[src/rtl/mux64_scan_seq_if.sv]
// Handshake and mux-bus bundle for mux64_scan_seq.
// slave = sequencer side, master = producer/consumer/mux side.
interface mux64_scan_seq_if #(
  parameter int SEL_W = 6
);
  localparam int N = 2 ** SEL_W;

  logic [N-1:0]     word_in;
  logic [SEL_W-1:0] start_idx;
  logic [SEL_W-1:0] end_idx;
  logic             word_valid;
  logic             word_ready;
  logic [N-1:0]     mux_in;
  logic [SEL_W-1:0] mux_select;
  logic             mux_out;
  logic             bit_out;
  logic             bit_valid;
  logic             bit_ready;
  logic             bit_last;
  logic             busy;

  modport slave (
    input  word_in, start_idx, end_idx, word_valid,
    input  mux_out, bit_ready,
    output word_ready, mux_in, mux_select,
    output bit_out, bit_valid, bit_last, busy
  );

  modport master (
    output word_in, start_idx, end_idx, word_valid,
    output mux_out, bit_ready,
    input  word_ready, mux_in, mux_select,
    input  bit_out, bit_valid, bit_last, busy
  );
endinterface

[src/rtl/mux64_scan_seq.sv]
// Word-to-serial scan sequencer driving an external N:1 bit mux.
// MUX64_SCAN_PARITY_EN adds a trailing parity beat after the data bits.
module mux64_scan_seq #(
  parameter int SEL_W = 6
) (
  input  logic              clk,
  input  logic              rst_n,
  mux64_scan_seq_if.slave   bus
);
  localparam int N = 2 ** SEL_W;

`ifdef MUX64_SCAN_PARITY_EN
  typedef enum logic [1:0] {
    S_IDLE = 2'd0,
    S_SCAN = 2'd1,
    S_PAR  = 2'd2
  } state_e;
`else
  typedef enum logic [1:0] {
    S_IDLE = 2'd0,
    S_SCAN = 2'd1
  } state_e;
`endif

  state_e           state_q, state_d;
  logic [N-1:0]     mux_in_q, mux_in_d;
  logic [SEL_W-1:0] sel_q, sel_d;
  logic [SEL_W-1:0] end_q, end_d;
  logic             at_end;
  logic             hs;
`ifdef MUX64_SCAN_PARITY_EN
  logic             par_q, par_d;
`endif

  assign at_end = (sel_q == end_q);
  assign hs     = bus.bit_valid && bus.bit_ready;

  always_comb begin
    state_d        = state_q;
    mux_in_d       = mux_in_q;
    sel_d          = sel_q;
    end_d          = end_q;
`ifdef MUX64_SCAN_PARITY_EN
    par_d          = par_q;
`endif
    bus.word_ready = 1'b0;
    bus.bit_valid  = 1'b0;
    bus.bit_last   = 1'b0;
    bus.bit_out    = 1'b0;
    bus.busy       = 1'b0;
    unique case (state_q)
      S_IDLE: begin
        bus.word_ready = 1'b1;
        if (bus.word_valid) begin
          mux_in_d = bus.word_in;
          sel_d    = bus.start_idx;
          end_d    = bus.end_idx;
`ifdef MUX64_SCAN_PARITY_EN
          par_d    = 1'b0;
`endif
          state_d  = S_SCAN;
        end
      end
      S_SCAN: begin
        bus.bit_valid = 1'b1;
        bus.busy      = 1'b1;
        bus.bit_out   = bus.mux_out;
`ifdef MUX64_SCAN_PARITY_EN
        if (hs) begin
          par_d = par_q ^ bus.mux_out;
          if (at_end) state_d = S_PAR;
          else        sel_d   = sel_q + SEL_W'(1);
        end
`else
        bus.bit_last = at_end;
        if (hs) begin
          if (at_end) state_d = S_IDLE;
          else        sel_d   = sel_q + SEL_W'(1);
        end
`endif
      end
`ifdef MUX64_SCAN_PARITY_EN
      S_PAR: begin
        bus.bit_valid = 1'b1;
        bus.busy      = 1'b1;
        bus.bit_last  = 1'b1;
        bus.bit_out   = par_q;
        if (hs) state_d = S_IDLE;
      end
`endif
      default: state_d = S_IDLE;
    endcase
  end

  always_ff @(posedge clk or negedge rst_n) begin
    if (!rst_n) begin
      state_q  <= S_IDLE;
      mux_in_q <= '0;
      sel_q    <= '0;
      end_q    <= '0;
`ifdef MUX64_SCAN_PARITY_EN
      par_q    <= 1'b0;
`endif
    end else begin
      state_q  <= state_d;
      mux_in_q <= mux_in_d;
      sel_q    <= sel_d;
      end_q    <= end_d;
`ifdef MUX64_SCAN_PARITY_EN
      par_q    <= par_d;
`endif
    end
  end

  assign bus.mux_in     = mux_in_q;
  assign bus.mux_select = sel_q;
endmodule

[src/flat_wrapper.sv]
// flat-port wrapper written by rule: the top's interface ports become plain ports
module mux64_scan_seq_flat 
#(
  parameter int SEL_W = 6
)
  (clk, rst_n, bus_word_in, bus_start_idx, bus_end_idx, bus_word_valid, bus_mux_out, bus_bit_ready, bus_word_ready, bus_mux_in, bus_mux_select, bus_bit_out, bus_bit_valid, bus_bit_last, bus_busy);
  mux64_scan_seq_if #(.SEL_W(SEL_W)) bus_i ();
  input  logic clk;
  input  logic rst_n;
  input wire logic [$bits(bus_i.word_in)-1:0] bus_word_in;
  input wire logic [$bits(bus_i.start_idx)-1:0] bus_start_idx;
  input wire logic [$bits(bus_i.end_idx)-1:0] bus_end_idx;
  input wire logic [$bits(bus_i.word_valid)-1:0] bus_word_valid;
  input wire logic [$bits(bus_i.mux_out)-1:0] bus_mux_out;
  input wire logic [$bits(bus_i.bit_ready)-1:0] bus_bit_ready;
  output wire logic [$bits(bus_i.word_ready)-1:0] bus_word_ready;
  output wire logic [$bits(bus_i.mux_in)-1:0] bus_mux_in;
  output wire logic [$bits(bus_i.mux_select)-1:0] bus_mux_select;
  output wire logic [$bits(bus_i.bit_out)-1:0] bus_bit_out;
  output wire logic [$bits(bus_i.bit_valid)-1:0] bus_bit_valid;
  output wire logic [$bits(bus_i.bit_last)-1:0] bus_bit_last;
  output wire logic [$bits(bus_i.busy)-1:0] bus_busy;
  assign bus_i.word_in = bus_word_in;
  assign bus_i.start_idx = bus_start_idx;
  assign bus_i.end_idx = bus_end_idx;
  assign bus_i.word_valid = bus_word_valid;
  assign bus_i.mux_out = bus_mux_out;
  assign bus_i.bit_ready = bus_bit_ready;
  assign bus_word_ready = bus_i.word_ready;
  assign bus_mux_in = bus_i.mux_in;
  assign bus_mux_select = bus_i.mux_select;
  assign bus_bit_out = bus_i.bit_out;
  assign bus_bit_valid = bus_i.bit_valid;
  assign bus_bit_last = bus_i.bit_last;
  assign bus_busy = bus_i.busy;
  mux64_scan_seq #(.SEL_W(SEL_W)) u_core (.clk(clk), .rst_n(rst_n), .bus(bus_i));
endmodule
[config.mk]
export PLATFORM = sky130hd
export DESIGN_NAME = mux64_scan_seq_flat
export DESIGN_NICKNAME = d
export VERILOG_FILES = /design/src/rtl/mux64_scan_seq_if.sv /design/src/rtl/mux64_scan_seq.sv /design/src/flat_wrapper.sv
export SDC_FILE = /design/constraint.sdc
export NUM_CORES = 1
export LEC_CHECK = 0
export CORE_ASPECT_RATIO = 0.7
export CORE_MARGIN = 3
export CORE_UTILIZATION = 44
export CTS_CLUSTER_DIAMETER = 120
export CTS_CLUSTER_SIZE = 12
export DETAILED_ROUTE_END_ITERATION = 7
export GPL_ROUTABILITY_DRIVEN = 0
export PLACE_DENSITY = 0.85
export SLEW_MARGIN = 5
export SYNTH_ARGS = -nofsm -noshare
export SYNTH_HDL_FRONTEND = slang
export SYNTH_SLANG_ARGS = --single-unit
[constraint.sdc]
create_clock -name clk -period 3.66 [get_ports clk]
set_clock_uncertainty 0.2 [all_clocks]
set_input_delay 0.732 -clock clk [delete_from_list [all_inputs] [get_ports clk]]
set_output_delay 0.732 -clock clk [all_outputs]
set_load 0.1 [all_outputs]
Word-level counts from Yosys, hierarchy flattened
Index checks and enable logic that the tools add are counted.
{"block": "word_totals", "mem_bits_rw": 0, "mem_count": 0, "elab_cells": 29, "regBits": 78, "output_inout_bits": 75, "in_bits": 81, "rom_bits": 0, "latch_bits": 0}
{"block": "op_classes", "shift": 0, "n_reduce_logical": 6, "add_sub_neg": 1, "mux": 12, "n_lt_le_gt_ge": 0, "bitwise": 0, "n_mul": 0, "div": 0, "n_eq_ne": 6}
{"cell": "2-to-1 mux 6 bit", "count": 3}
{"cell": "one-hot mux 6 bit (2 select lines)", "count": 1}
{"cell": "adder 6 x 1 -> 6 bit (second input constant)", "count": 1}
{"cell": "equality test 6 bit", "count": 1}
{"cell": "2-to-1 mux 2 bit", "count": 3}
{"cell": "2-to-1 mux 1 bit", "count": 4}
{"cell": "!= test 2 x 1 -> 1 bit (second input constant)", "count": 2}
{"cell": "!= test 2 bit (second input constant)", "count": 2}
{"cell": "one-hot mux 2 bit (2 select lines)", "count": 1}
{"cell": "AND reduction 4 bit", "count": 1}
{"cell": "AND reduction 3 bit", "count": 1}
{"cell": "equality test 2 x 1 -> 1 bit (second input constant)", "count": 1}
{"cell": "zero test 2 bit", "count": 1}
{"cell": "AND reduction 2 bit", "count": 1}
{"cell": "nonzero test 2 bit", "count": 1}
{"cell": "logical AND 1 bit", "count": 1}

Longest topological paths before layout
{"block": "logic_depth", "ltp_word": 5, "mapped_depth": 6, "mapped_depth_nobuf": 5}

Least setup slack after synthesis
Ideal clock, no wire load.
{"block": "synth_path", "path_type": "reg-to-output", "start": "register u_core.sel_q[5] (netlist: u_core.bus.mux_select[5])", "end": "output bus_bit_last", "path_slack_ns": 0.203, "required_ns": 2.728, "path_stages_with_launch": 4, "arrival_ns": 2.525, "path_buffers": 0, "cell_sequence": "dfrtp_1 xor2_1 nor4_4 and3_1"}
{"block": "synth_between", "elab_chain_cells": 2}
{"item": "start, declared", "line": "mux64_scan_seq.sv:27", "rtl": "logic [SEL_W-1:0] sel_q, sel_d;"}
{"item": "start signal, assigned", "line": "mux64_scan_seq.sv:107", "rtl": "sel_q <= sel_d;"}
{"item": "equality test 6 bit", "line": "mux64_scan_seq.sv:35", "rtl": "assign at_end = (sel_q == end_q);"}
{"item": "2-to-1 mux 1 bit", "line": "mux64_scan_seq.sv:51", "rtl": "unique case (state_q)"}
{"item": "end, declared", "line": "flat_wrapper.sv:21", "rtl": "output wire logic [$bits(bus_i.bit_last)-1:0] bus_bit_last;"}
Every way passes these cells.

Worst setup path in the final report
{"block": "layout_path", "start": "register u_core.sel_q[3] (netlist: u_core.bus.mux_select[3])", "end": "output bus_bit_last"}
Same word-level chain as after synthesis.

==> out/metrics.cfg <==
[run_status]
status=finished, final reports clean

[synthesis]
synthCells=226
yosys.area.top_type=dfrtp_1
ys_ff_latch=77
synth_top_area_share_pct=58.64
synth_warnings=0
synthTopCellsByArea=dfrtp_1 (59%), mux2_2 (24%), buf_2 (1.4%)
ys_seq_area_share_pct=58.64
ys.flop_type=dfrtp_1
synth-edff-count=0
synth_fp_nets=308
syn_area_per_cell_um2=14.54
async_reset_ff_share_pct=100.0
synth.distinct_cells=37
syn_area_mm2=0.003286

[critical_path]
slowest_stage=dfrtp_1
setup.worst_path.class=register to primary output
critPathRequiredTime_ps=2730
reg2reg_depth=4
end_kind=primary output
cp.arrival_ps=2090
crit_path_start_kind=register
crit_path_max_incr_delay_ps=510
r2r_slack_ps=1550
crit_chain=xor2_2 -> nor4_4 -> and3_1 -> buf_4
timing.rr.start=u_core.state_q[0]
critPathTopFamily=simple AND/OR/NAND/NOR gates
crit_fanout=8
path_buf_inv=1
crit_start=u_core.bus.mux_select[3]
r2r-end=u_core.bus.mux_select[5]

[final_layout]
antenna_cells=0
syn2layout_area_growth_pct=53.96
fill_cells=475
drive_gt1_share_pct=32.99
nNetsFinal=462

[clock_tree]
cts_buffers=9
root_buffer=clkbuf_8
cts_buffer_depth=2
cts-resized-gates=0
postCtsSetupBuffers=0
cts_tree=done
cts.sinks=77
hold_buffers=0
clock_latency_ps=340
htree_levels=3
clkSlewWorstSetupHoldPaths_ps=70

[timing]
fin_crit_ps=3021
slew_viol_final=0
max_freq_ghz=0.3310
setup_viol=0
fin_setup_tns_ps=0
worst_pin_slew_ps=998.9
rsz0062_at_grt=no
period_share_pct=82.55
max_slew_margin_pct=33.20
hold_viol=0

[route]
wl_per_cell_um=16.80
vias=2462
detail-route-antenna-nets=0
drcViolationCount=0
routed_wirelength_um=8047
drtPass1Iterations=4
vias_per_cell=5.140
detail_route.iter0.violations=86

[worst_hold_path]
hold_path_depth=1
holdCritPathClass=register to register
hp-start=u_core.bus.mux_in[62]
min_to=u_core.bus.mux_in[62]

[global_routing]
antenna_found_initial=0
grt_pass1_wl_um=12720
overflow=0
grt_usage_pct=19.41
grt_pass1_vias=2589
grt_max_degree=78

[die]
core_mm2=0.007007
dieArea_mm2=0.008557
ios=156
rows=25
die_width_um=109.3
start_util_pct=46.89
die_height_um=78.30

[placement]
port-buffer-count=155
dp_hpwl_um=5804

[job]
drv_cap=0

[cell usage after synthesis (3+ instances only)]
master,n
nand2_1,5
inv_1,4
nand3_1,4
buf_4,3
nor2_1,7
a31oi_1,3
xor2_1,5
buf_2,9
o21ai_0,4
a311oi_2,3
mux2_2,71
dfrtp_1,77
[registers in the layout, indices dropped and copies added, names as in the netlist]
name and count:
u_core.end_q 6, u_core.bus.mux_in 64, u_core.state_q 1, u_core.bus.mux_select 6
[cell type report]
cell class                      count  area (um^2)  share of cell area [%]
Inverter                            5        18.77                  0.3710
Sequential cell                    77         1927                   38.09
Timing Repair Buffer              156         1504                   29.73
Clock inverter                      7        98.84                   1.954
Tap cell                           94        117.6                   2.325
Multi-Input combinational cell    131         1269                   25.08
Clock buffer                        9        123.9                   2.449
[cell families (layout without fill, tap and decap cells)]
kind of cell / count (synthesis) / in the layout / synth area share [%]
adder cells (fa/ha/maj): 1 / 1 / 0.3807
AND/OR/NAND/NOR: 29 / 29 / 5.256
XOR/XNOR: 6 / 6 / 1.828
multiplexers: 73 / 73 / 24.94
AO/OA/AOI/OAI: 22 / 22 / 5.979
flip-flops: 77 / 77 / 58.64
buffers and inverters: 18 / 177 / 2.970
[cells in the final DEF, fill, tap and decap left out, types with 2 or more instances in the layout]
cell / count
nor2_1: 7
nand2_1: 5
dfrtp_1: 77
nand3_1: 4
clkbuf_8: 9
nand4_1: 2
clkinv_4: 2
bufinv_16: 2
mux2_2: 71
clkdlybuf4s50_1: 128
inv_1: 4
a311oi_2: 3
mux2i_1: 2
a21oi_1: 2
xor2_1: 5
o21ai_0: 4
a31oi_1: 3
buf_4: 27
o211ai_1: 2
a211oi_1: 2
[worst max-delay path by stage]
stage	end	slack (ps)	depth (start not counted)
final	bus_bit_last	640	4
after detailed placement	bus_bit_last	1010	4
after global placement	bus_bit_last	1050	4
after floorplan	bus_bit_last	200	3
after global routing	bus_bit_last	530	4
after CTS	bus_bit_last	630	4
[through the flow]
stage                     utilization, %  hold WS (ps)  std cells  area, um^2  setup slack (ps)
after detailed placement           69.02         295.5        463        4836              1015
after floorplan                        -         236.4        226        3286             203.0
after CTS                          72.20         313.9        479        5059             625.8
final                              72.20         309.4        479        5059             638.5
after global routing               72.20         328.0        479        5059             525.3
after global placement             69.02         288.6        463        4836              1047
[metal layers]
metal,routed length (um),GRT usage [%],vias up
met1,3320,24.23,1192
li1,-,-,1124
met4,134,7.347,0
met3,1070,9.860,16
met2,3521,28.80,130
met5,0,0,-
Power is left out: the tool's default activity adds up to more than one toggle a clock period on the data nets, which glitch-free logic cannot reach.
